**src/rtl/suma_multinibble_pkg.sv**
```systemverilog
// Shared encodings for the nibble-serial adder: FSM states and slice width.
package suma_multinibble_pkg;

  localparam int NIB_W = 4;

  typedef enum logic [1:0] {
    IDLE = 2'd0,
    SUMA = 2'd1,
    FIN  = 2'd2
  } state_t;

endpackage

```
**src/rtl/S4bits_instanciado.sv**
```systemverilog
// Combinational 4-bit ripple-carry adder; W[4] is the carry out.
module S4bits_instanciado
  import suma_multinibble_pkg::*;
(
  input  logic [NIB_W-1:0] X,
  input  logic [NIB_W-1:0] Y,
  input  logic             cin,
  output logic [NIB_W:0]   W
);

  logic [NIB_W:0] w_c;

  assign w_c[0] = cin;

  for (genvar i = 0; i < NIB_W; i++) begin : g_fa
    assign W[i]     = X[i] ^ Y[i] ^ w_c[i];
    assign w_c[i+1] = (X[i] & Y[i]) | (w_c[i] & (X[i] ^ Y[i]));
  end

  assign W[NIB_W] = w_c[NIB_W];

endmodule

```
**src/rtl/suma_multinibble.sv**
```systemverilog
// Extended-precision adder: one nibble per cycle through a single 4-bit adder, done NIBBLES cycles after start.
// start is honoured only while ready=1; requests at other times are dropped, never queued.
module suma_multinibble
  import suma_multinibble_pkg::*;
#(
  parameter  int NIBBLES = 4,
  localparam int OPW     = NIB_W * NIBBLES
) (
  input  logic           clk,
  input  logic           rst,
  input  logic           start,
  input  logic [OPW-1:0] A,
  input  logic [OPW-1:0] B,
  input  logic           cin,
  output logic           ready,
  output logic           done,
  output logic [OPW-1:0] S,
  output logic           cout,
  output logic           ovf
);

  localparam int IDXW = (NIBBLES > 1) ? $clog2(NIBBLES) : 1;
  localparam logic [IDXW-1:0] IDX_LAST = IDXW'(NIBBLES - 1);

  state_t           r_state;
  logic [OPW-1:0]   r_a;
  logic [OPW-1:0]   r_b;
  logic [OPW-1:0]   r_work;
  logic             r_carry;
  logic [IDXW-1:0]  r_idx;
  logic             r_ready;
  logic             r_done;
  logic [OPW-1:0]   r_s;
  logic             r_cout;
  logic             r_ovf;

  logic [NIB_W-1:0] w_x;
  logic [NIB_W-1:0] w_y;
  logic [NIB_W:0]   w_sum;
  logic [OPW-1:0]   w_merged;
  logic             w_ovf;

  assign w_x = r_a[{r_idx, 2'b00} +: NIB_W];
  assign w_y = r_b[{r_idx, 2'b00} +: NIB_W];

  S4bits_instanciado u_add4 (
    .X   (w_x),
    .Y   (w_y),
    .cin (r_carry),
    .W   (w_sum)
  );

  // Work register with the current nibble already folded in, so the last
  // SUMA edge can publish the complete sum without an extra cycle.
  always_comb begin
    w_merged = r_work;
    w_merged[{r_idx, 2'b00} +: NIB_W] = w_sum[NIB_W-1:0];
  end

  assign w_ovf = (r_a[OPW-1] == r_b[OPW-1]) && (w_merged[OPW-1] != r_a[OPW-1]);

  always_ff @(posedge clk) begin
    if (rst) begin
      r_state <= IDLE;
      r_a     <= '0;
      r_b     <= '0;
      r_work  <= '0;
      r_carry <= 1'b0;
      r_idx   <= '0;
      r_ready <= 1'b1;
      r_done  <= 1'b0;
      r_s     <= '0;
      r_cout  <= 1'b0;
      r_ovf   <= 1'b0;
    end else begin
      case (r_state)
        IDLE: begin
          r_done  <= 1'b0;
          r_ready <= 1'b1;
          if (start) begin
            r_a     <= A;
            r_b     <= B;
            r_carry <= cin;
            r_work  <= '0;
            r_idx   <= '0;
            r_ready <= 1'b0;
            r_state <= SUMA;
          end
        end
        SUMA: begin
          r_work  <= w_merged;
          r_carry <= w_sum[NIB_W];
          if (r_idx == IDX_LAST) begin
            r_s     <= w_merged;
            r_cout  <= w_sum[NIB_W];
            r_ovf   <= w_ovf;
            r_done  <= 1'b1;
            r_state <= FIN;
          end else begin
            r_idx <= r_idx + 1'b1;
          end
        end
        FIN: begin
          r_done  <= 1'b0;
          r_ready <= 1'b1;
          r_state <= IDLE;
        end
        default: begin
          r_done  <= 1'b0;
          r_ready <= 1'b1;
          r_state <= IDLE;
        end
      endcase
    end
  end

  assign ready = r_ready;
  assign done  = r_done;
  assign S     = r_s;
  assign cout  = r_cout;
  assign ovf   = r_ovf;

endmodule

```
**config.mk**
```make
export PLATFORM = sky130hd
export DESIGN_NAME = suma_multinibble
export DESIGN_NICKNAME = d
export VERILOG_FILES = /design/src/rtl/suma_multinibble_pkg.sv /design/src/rtl/S4bits_instanciado.sv /design/src/rtl/suma_multinibble.sv
export SDC_FILE = /design/constraint.sdc
export NUM_CORES = 1
export LEC_CHECK = 0
export CAP_MARGIN = 10
export CORE_MARGIN = 2
export CORE_UTILIZATION = 53
export DETAILED_ROUTE_END_ITERATION = 10
export GPL_TIMING_DRIVEN = 0
export PLACE_DENSITY = 0.85
export SLEW_MARGIN = 0
export SYNTH_ARGS = -nofsm -noshare
export SYNTH_HDL_FRONTEND = slang
export SYNTH_HIERARCHICAL = 1
export SYNTH_SLANG_ARGS = --single-unit
export TNS_END_PERCENT = 30
```
**constraint.sdc**
```tcl
create_clock -name clk -period 4.4 [get_ports clk]
set_clock_uncertainty 0.2 [all_clocks]
set_input_delay 0.66 -clock clk [delete_from_list [all_inputs] [get_ports clk]]
set_output_delay 0.66 -clock clk [all_outputs]
set_load 0.005 [all_outputs]
```
**Yosys cells after proc, flatten, opt, wreduce, memory -nomap -nowiden**

Index checks and enable logic that the tools add are counted.

- Bits in registers: 73
- Bits of input ports: 36
- Output and inout bits: 20
- Logic and storage cells: 67

- Add/subtract/negate cells: 2
- Eq/ne operators: 7
- Shift-type cells: 4
- Multiplexer cells: 13
- Bitwise operators: 21
- Reduce and logical (&&, ||, !) cells: 9

Operator list:

| cell | count |
|---|---|
| $pmux W16 S2 | 1 |
| $shiftx A16 B5 Y4 | 2 |
| $bwmux W16 | 1 |
| $mux W16 | 1 |
| $shift A4 B6 Y16 const A | 1 |
| $shiftx A4 B6 Y16 | 1 |
| $and A1 B1 Y1 | 8 |
| $mux W2 | 4 |
| $pmux W2 S2 | 2 |
| $reduce_and A2 Y1 | 4 |
| $xor A1 B1 Y1 | 8 |
| $ne A2 B2 Y1 const B | 3 |
| $neg A4 Y6 | 1 |
| $or A1 B1 Y1 | 4 |
| $pmux W1 S2 | 2 |
| $reduce_and A3 Y1 | 1 |
| $add A2 B1 Y2 const B | 1 |
| $eq A2 B1 Y1 const B | 1 |
| $eq A2 B2 Y1 const B | 1 |
| $logic_not A2 Y1 | 1 |
| $mux W1 | 2 |
| $reduce_bool A2 Y1 | 1 |
| $reduce_or A2 Y1 | 1 |
| $eq A1 B1 Y1 | 1 |
| 3 further kinds | 3 |

**Depth between registers and ports, before layout**

- Depth in word-level cells: 13
- Gate-level depth with buffers: 14
- Gate-level depth less buffers: 12

**Hierarchy**

Netlist, hierarchy kept.

By module, submodules not included:

| module | instances | cells an instance | area each (µm²) | sequential area each (µm²) |
|---|---|---|---|---|
| suma_multinibble | 1 | 345 | 3245.6 | 1461.4 |
| S4bits_instanciado | 1 | 14 | 117.6 | 0.0 |

**Least setup slack after synthesis**

OpenSTA, ideal clock, no wires.

- Path kind: reg-to-reg
- From: register r_idx[0]
- To: register r_ovf (netlist: ovf)
- Data arrival time: 3.427 ns
- Required time: 4.071 ns
- Slack: 0.645 ns
- Stages on the path, launching flop included: 15
- Buffers on the path: 2
- Clock period less this slack: 3.755 ns
- Cells stage by stage: dfxtp_1 buf_4 buf_2 mux4_2 fa_1 inv_1 fa_1 inv_1 fa_1 inv_1 fa_1 inv_1 and4bb_2 mux2i_1 o211ai_1

- Longest elaborated chain between the ends: 13
- Elaborated cells on any way between the ends: 27
- Those cells by class: add/sub: 1; eq/ne: 2; shift: 4; mux: 1; bitwise: 17; reduce/logical: 2

RTL lines:

| element | RTL line | RTL |
|---|---|---|
| start, declared | suma_multinibble.sv:30 | `logic [IDXW-1:0] r_idx;` |
| start signal, assigned | suma_multinibble.sv:100 | `r_idx <= r_idx + 1'b1;` |
| $shiftx A16 B5 Y4 * | suma_multinibble.sv:43 | `assign w_x = r_a[{r_idx, 2'b00} +: NIB_W];` |
| net w_x[0] | suma_multinibble.sv:37 | `logic [NIB_W-1:0] w_x;` |
| $xor A1 B1 Y1 | S4bits_instanciado.sv:17 | `assign w_c[i+1] = (X[i] & Y[i]) \| (w_c[i] & (X[i] ^ Y[i]));` |
| $and A1 B1 Y1 | S4bits_instanciado.sv:17 |  |
| $or A1 B1 Y1 * | S4bits_instanciado.sv:17 |  |
| $and A1 B1 Y1 * | S4bits_instanciado.sv:17 |  |
| $or A1 B1 Y1 * | S4bits_instanciado.sv:17 |  |
| $and A1 B1 Y1 * | S4bits_instanciado.sv:17 |  |
| $or A1 B1 Y1 * | S4bits_instanciado.sv:17 |  |
| $xor A1 B1 Y1 * | S4bits_instanciado.sv:16 | `assign W[i] = X[i] ^ Y[i] ^ w_c[i];` |
| net w_sum[3] | suma_multinibble.sv:39 | `logic [NIB_W:0] w_sum;` |
| $shiftx A4 B6 Y16 * | suma_multinibble.sv:57 | `w_merged[{r_idx, 2'b00} +: NIB_W] = w_sum[NIB_W-1:0];` |
| $bwmux W16 * | suma_multinibble.sv:57 |  |
| $ne A1 B1 Y1 * | suma_multinibble.sv:60 | `assign w_ovf = (r_a[OPW-1] == r_b[OPW-1]) && (w_merged[OPW-1] != r_a[OPW-1]);` |
| $logic_and A1 B1 Y1 * | suma_multinibble.sv:60 |  |
| end signal, assigned | suma_multinibble.sv:96 | `r_ovf <= w_ovf;` |
| end, declared | suma_multinibble.sv:35 | `logic r_ovf;` |

The timed path passes the listed nets; every way through them passes the cells marked *.
A chain may end at the register's enable or synchronous reset.

**Final worst setup path**

- From: register r_idx[0]
- To: register r_s[15] (netlist: S[15])

- Longest elaborated chain between the ends: 11
- Elaborated cells on any way between the ends: 25
- Those cells by class: add/sub: 1; eq/ne: 1; shift: 4; mux: 1; bitwise: 17; reduce/logical: 1

RTL lines:

| element | RTL line | RTL |
|---|---|---|
| $shiftx A16 B5 Y4 * | suma_multinibble.sv:43 |  |
| net w_x[0] | suma_multinibble.sv:37 |  |
| $xor A1 B1 Y1 | S4bits_instanciado.sv:17 |  |
| $and A1 B1 Y1 | S4bits_instanciado.sv:17 |  |
| $or A1 B1 Y1 * | S4bits_instanciado.sv:17 |  |
| $and A1 B1 Y1 * | S4bits_instanciado.sv:17 |  |
| $or A1 B1 Y1 * | S4bits_instanciado.sv:17 |  |
| $and A1 B1 Y1 * | S4bits_instanciado.sv:17 |  |
| $or A1 B1 Y1 * | S4bits_instanciado.sv:17 |  |
| $xor A1 B1 Y1 * | S4bits_instanciado.sv:16 |  |
| net w_sum[3] | suma_multinibble.sv:39 |  |
| $shiftx A4 B6 Y16 * | suma_multinibble.sv:57 |  |
| $bwmux W16 * | suma_multinibble.sv:57 |  |
| end signal, assigned | suma_multinibble.sv:94 | `r_s <= w_merged;` |
| end, declared | suma_multinibble.sv:33 | `logic [OPW-1:0] r_s;` |

Marked as above.

==> metrics.md <==
| Metric | Value |
|---|---|
| Switching part of the total | `25.5%` |
| Setup-failing EPs final | `0` |
| Die area | `0.00700 mm^2` |
| Register Area | `0.00146 mm^2` |
| Sequential share of the synthesized area | `43.5%` |
| Int Power | `~1.1 mW` |
| CTS tree | `built` |
| Comb power frac | `14.2%` |
| WP data arrival | `4.23 ns` |
| Die height | `83.7 um` |
| Initial Util | `53.9%` |
| Static leakage | `1.56 nW` |
| Routed len/inst | `15.1 um` |
| Syn_area_per_cell | `9.37 um^2` |
| Status | `completed` |
| FFs w/ async S/R, synth | `0%` |
| Post-synth top flop | `dfxtp_1` |
| Total Routing Usage GR | `23.5%` |
| Root buffer cell | `clkbuf_8` |
| Setup TNS | `0 ns` |
| DRC Markers | `0` |
| TritonCTS buffer count | `9` |
| Leading cell type in the layout, fill and taps excluded | `dfxtp_1` |
| Sequence of cells on the critical path | `buf_4 > clkbuf_4 > mux4_2 > fa_1 > inv_1 > fa_1 > inv_1 > fa_1 > inv_1 > fa_1 > inv_1 > and4bb_2 > mux2i_1 > a211oi_1` |
| Most frequent cells in the layout | `dfxtp_1 (73), nand2_1 (66), clkdlybuf4s50_1 (55), a21oi_1 (37), nor2_1 (20)` |
| RD Place Congestion | `0.909` |
| Post-synth EDFFs | `0` |
| Measured slew at the worst slew-check pin | `0.555 ns` |
| Cell count after synthesis | `359` |
| Vias per cell | `5.59` |
| Fin cells | `506` |
| Routed Antenna Nets | `0` |
| Fin crit share | `94.7%` |
| Reg power frac | `48.7%` |
| Routed wire length | `~7.7 mm` |
| Cell Area, Synth | `roughly 0.0034 mm^2` |
| Total power | `1.43 mW` |
| Rows | `29` |
| Number of global-route vias before repair | `2860` |
| First-pass DRT Iterations | `4` |
| Horiz. Die Dim | `83.7 um` |
| Kind of critical path | `register to register` |
| Crit-path max FO | `10` |
| H-Tree Depth | `3` |
| Vias post-DR | `2831` |
| Required time worst endpoint | `~4.5 ns` |
| RSZ-0062 raised after global routing | `false` |
| Max-Cap Viols | `0` |
| Total Nets Final | `roughly 470` |
| PortBufs | `55` |
| DR iter-0 viols | `around 130` |
| Net Sw Power | `roughly 370 uW` |
| Final Max Tran Viols | `0` |
| Slew Limit Headroom | `a little over three fifths` |
| Final min period | `4.17 ns` |
| Antenna violations before repair | `0` |
| Area grow syn2layout | `25.1%` |
| Clk buf depth | `2` |
| Power density over the cells | `340 mW/mm^2` |
| Multi-input combinational cell area | `0.00167 mm^2` |
| Dpl hpwl | `5.54 mm` |
| Final hold vios | `0` |
| Hold Buf Count CTS | `0` |
| Clock power frac | `a little under two fifths` |
| #FFs+latches synth | `73` |
| Worst skew pair latency | `0.35 ns` |
| Synth unique cells | `43` |
| Placed cells | `491` |
| HP Class | `register to register` |
| Post-synthesis net count | `405` |
| Warnings from Yosys | `6` |
| I/O pins | `56` |
| CP max-delay cell | `mux4_2` |
| Largest net degree at the start of global routing | `12` |
| Clock sinks | `73` |
| Startpoint Class | `register` |
| # fillers | `504` |
| Critical path's largest stage delay | `0.55 ns` |
| Max Fclk | `0.240 GHz` |
| Core area | `0.00624 mm^2` |
| Peak supply drop | `approximately 210 uV` |
| Crit end category | `register` |
| Clock transition at path regs | `0.07 ns` |
| Global-route wire length before repair | `13.1 mm` |
| Total grt overflow | `0` |
| Share of cells above drive strength 1 | `13.1%` |
| Antenna fix cells | `0` |
==> what timing repair did <==
| item | CTS | global route |
|---|---|---|
| endpoints found under the setup margin | 0 | 2 |
| gates resized for setup | 0 | 1 |
| setup buffers | 0 | 0 |
==> path summary, 6_finish.rpt <==
| check | startpoint | end | slack, ns | cells past startpoint |
|---|---|---|---|---|
| worst max-delay path | r_idx[0]$_SDFFE_PP0P_ | S[15]$_SDFFE_PP0P_ | 0.23 | 14 |
| worst min-delay path | r_work[8]$_SDFFE_PP0P_ | r_work[8]$_SDFFE_PP0P_ | 0.26 | 1 |
| worst max register to register | r_idx[0]$_SDFFE_PP0P_ | S[15]$_SDFFE_PP0P_ | 0.23 | 14 |
| worst min register to register | r_work[8]$_SDFFE_PP0P_ | r_work[8]$_SDFFE_PP0P_ | 0.26 | 1 |
==> worst max-delay path, delay by kind of cell, from the launching register on <==
| family | cells | cell delay [ns] |
|---|---|---|
| adder cells (fa/ha/maj) | 4 | 1.34 |
| buffers and inverters | 6 | 0.94 |
| multiplexers | 2 | 0.65 |
| flip-flops | 1 | 0.40 |
| AND/OR/NAND/NOR | 1 | 0.31 |
| AO/OA/AOI/OAI | 1 | 0.24 |
==> kinds of logic (layout without fill, tap and decap cells) <==
group | after synthesis | count (layout) | synth area share (%)
simple gates | 140 | 140 | 21.4
compound gates | 79 | 79 | 16.4
buf+inv | 43 | 113 | 6.77
flops | 73 | 73 | 43.5
mux | 14 | 14 | 7.29
fa+ha+maj | 10 | 10 | 4.61
==> metal layers <==
metal	wire (um)	part of all wire, %	global-route usage (%)	up-vias
li1	-	-	-	1399
met1	3340	44	29.0	1327
met2	3810	50	39.5	88
met3	330	4.3	4.95	17
met4	177	2.3	10.7	0
met5	0	0	0	-
==> per-stage QoR <==
step	hold slack [ns]	setup WS (ns)	instance area [um^2]	utilization [%]
after floorplan	0.233	0.645	3360	-
after global placement	0.239	0.275	4010	64.3
after detailed placement	0.246	0.201	4010	64.3
after CTS	0.259	0.181	4210	67.4
after global routing	0.275	0.00445	4210	67.4
final	0.256	0.233	4210	67.4
==> registers in the layout, indices dropped and copies added, names as in the netlist <==
name and count:
r_carry 1, r_state 2, r_work 16, cout 1, r_idx 2, r_b 16, r_a 16, S 16
done 1, ready 1, ovf 1
==> area by class of cell <==
type,instances,share of cell area (%)
clock buffer,13,3.78
sequential,73,34.7
inverter,14,1.25
clock inverter,2,0.892
timing repair buffer,55,13.1
buffer,29,4.22
multi-input combinational,243,39.8
tap,77,2.29
==> power groups by stage <==
| stage | clock network (mW) | registers (mW) | logic, mW |
|---|---|---|---|
| 6_report | 0.531 | 0.697 | 0.203 |
| 5_1_grt | 0.562 | 0.699 | 0.222 |
| 4_1_cts | 0.534 | 0.697 | 0.202 |
| 3_5_place_dp | 0 | 0.712 | 0.201 |
| 3_3_place_gp | 0 | 0.711 | 0.195 |
| 2_1_floorplan | 0 | 0.708 | 0.130 |
==> cell usage after synthesis, types with 2 or more instances <==
cell	instances	share of area [%]
nand2_1	66	7.4
buf_1	2	0.22
ha_1	6	2.2
nor2_1	20	2.2
clkbuf_1	8	0.89
a21oi_1	37	5.5
buf_2	11	1.6
and3b_1	2	0.52
a32o_1	11	3.3
a311oi_1	11	2.9
o211ai_1	2	0.45
dfxtp_1	73	43
a21oi_2	4	1.0
nand4_1	4	0.74
mux2_2	4	1.3
buf_6	6	2.0
or3b_1	2	0.52
nor3_1	11	1.6
nand2b_1	6	1.1
o21ai_0	2	0.30
fa_1	4	2.4
nor3b_4	2	1.1
and4bb_2	2	0.74
nor2b_1	9	1.7
a22o_1	4	1.0
inv_1	14	1.6
buf_4	2	0.45
mux4_2	8	5.4
a221oi_1	4	1.0
nand3b_1	3	0.67
mux2i_1	2	0.60
and2_1	4	0.74
nand3_1	3	0.45
Note: power is estimated with default switching activity, not from simulation.
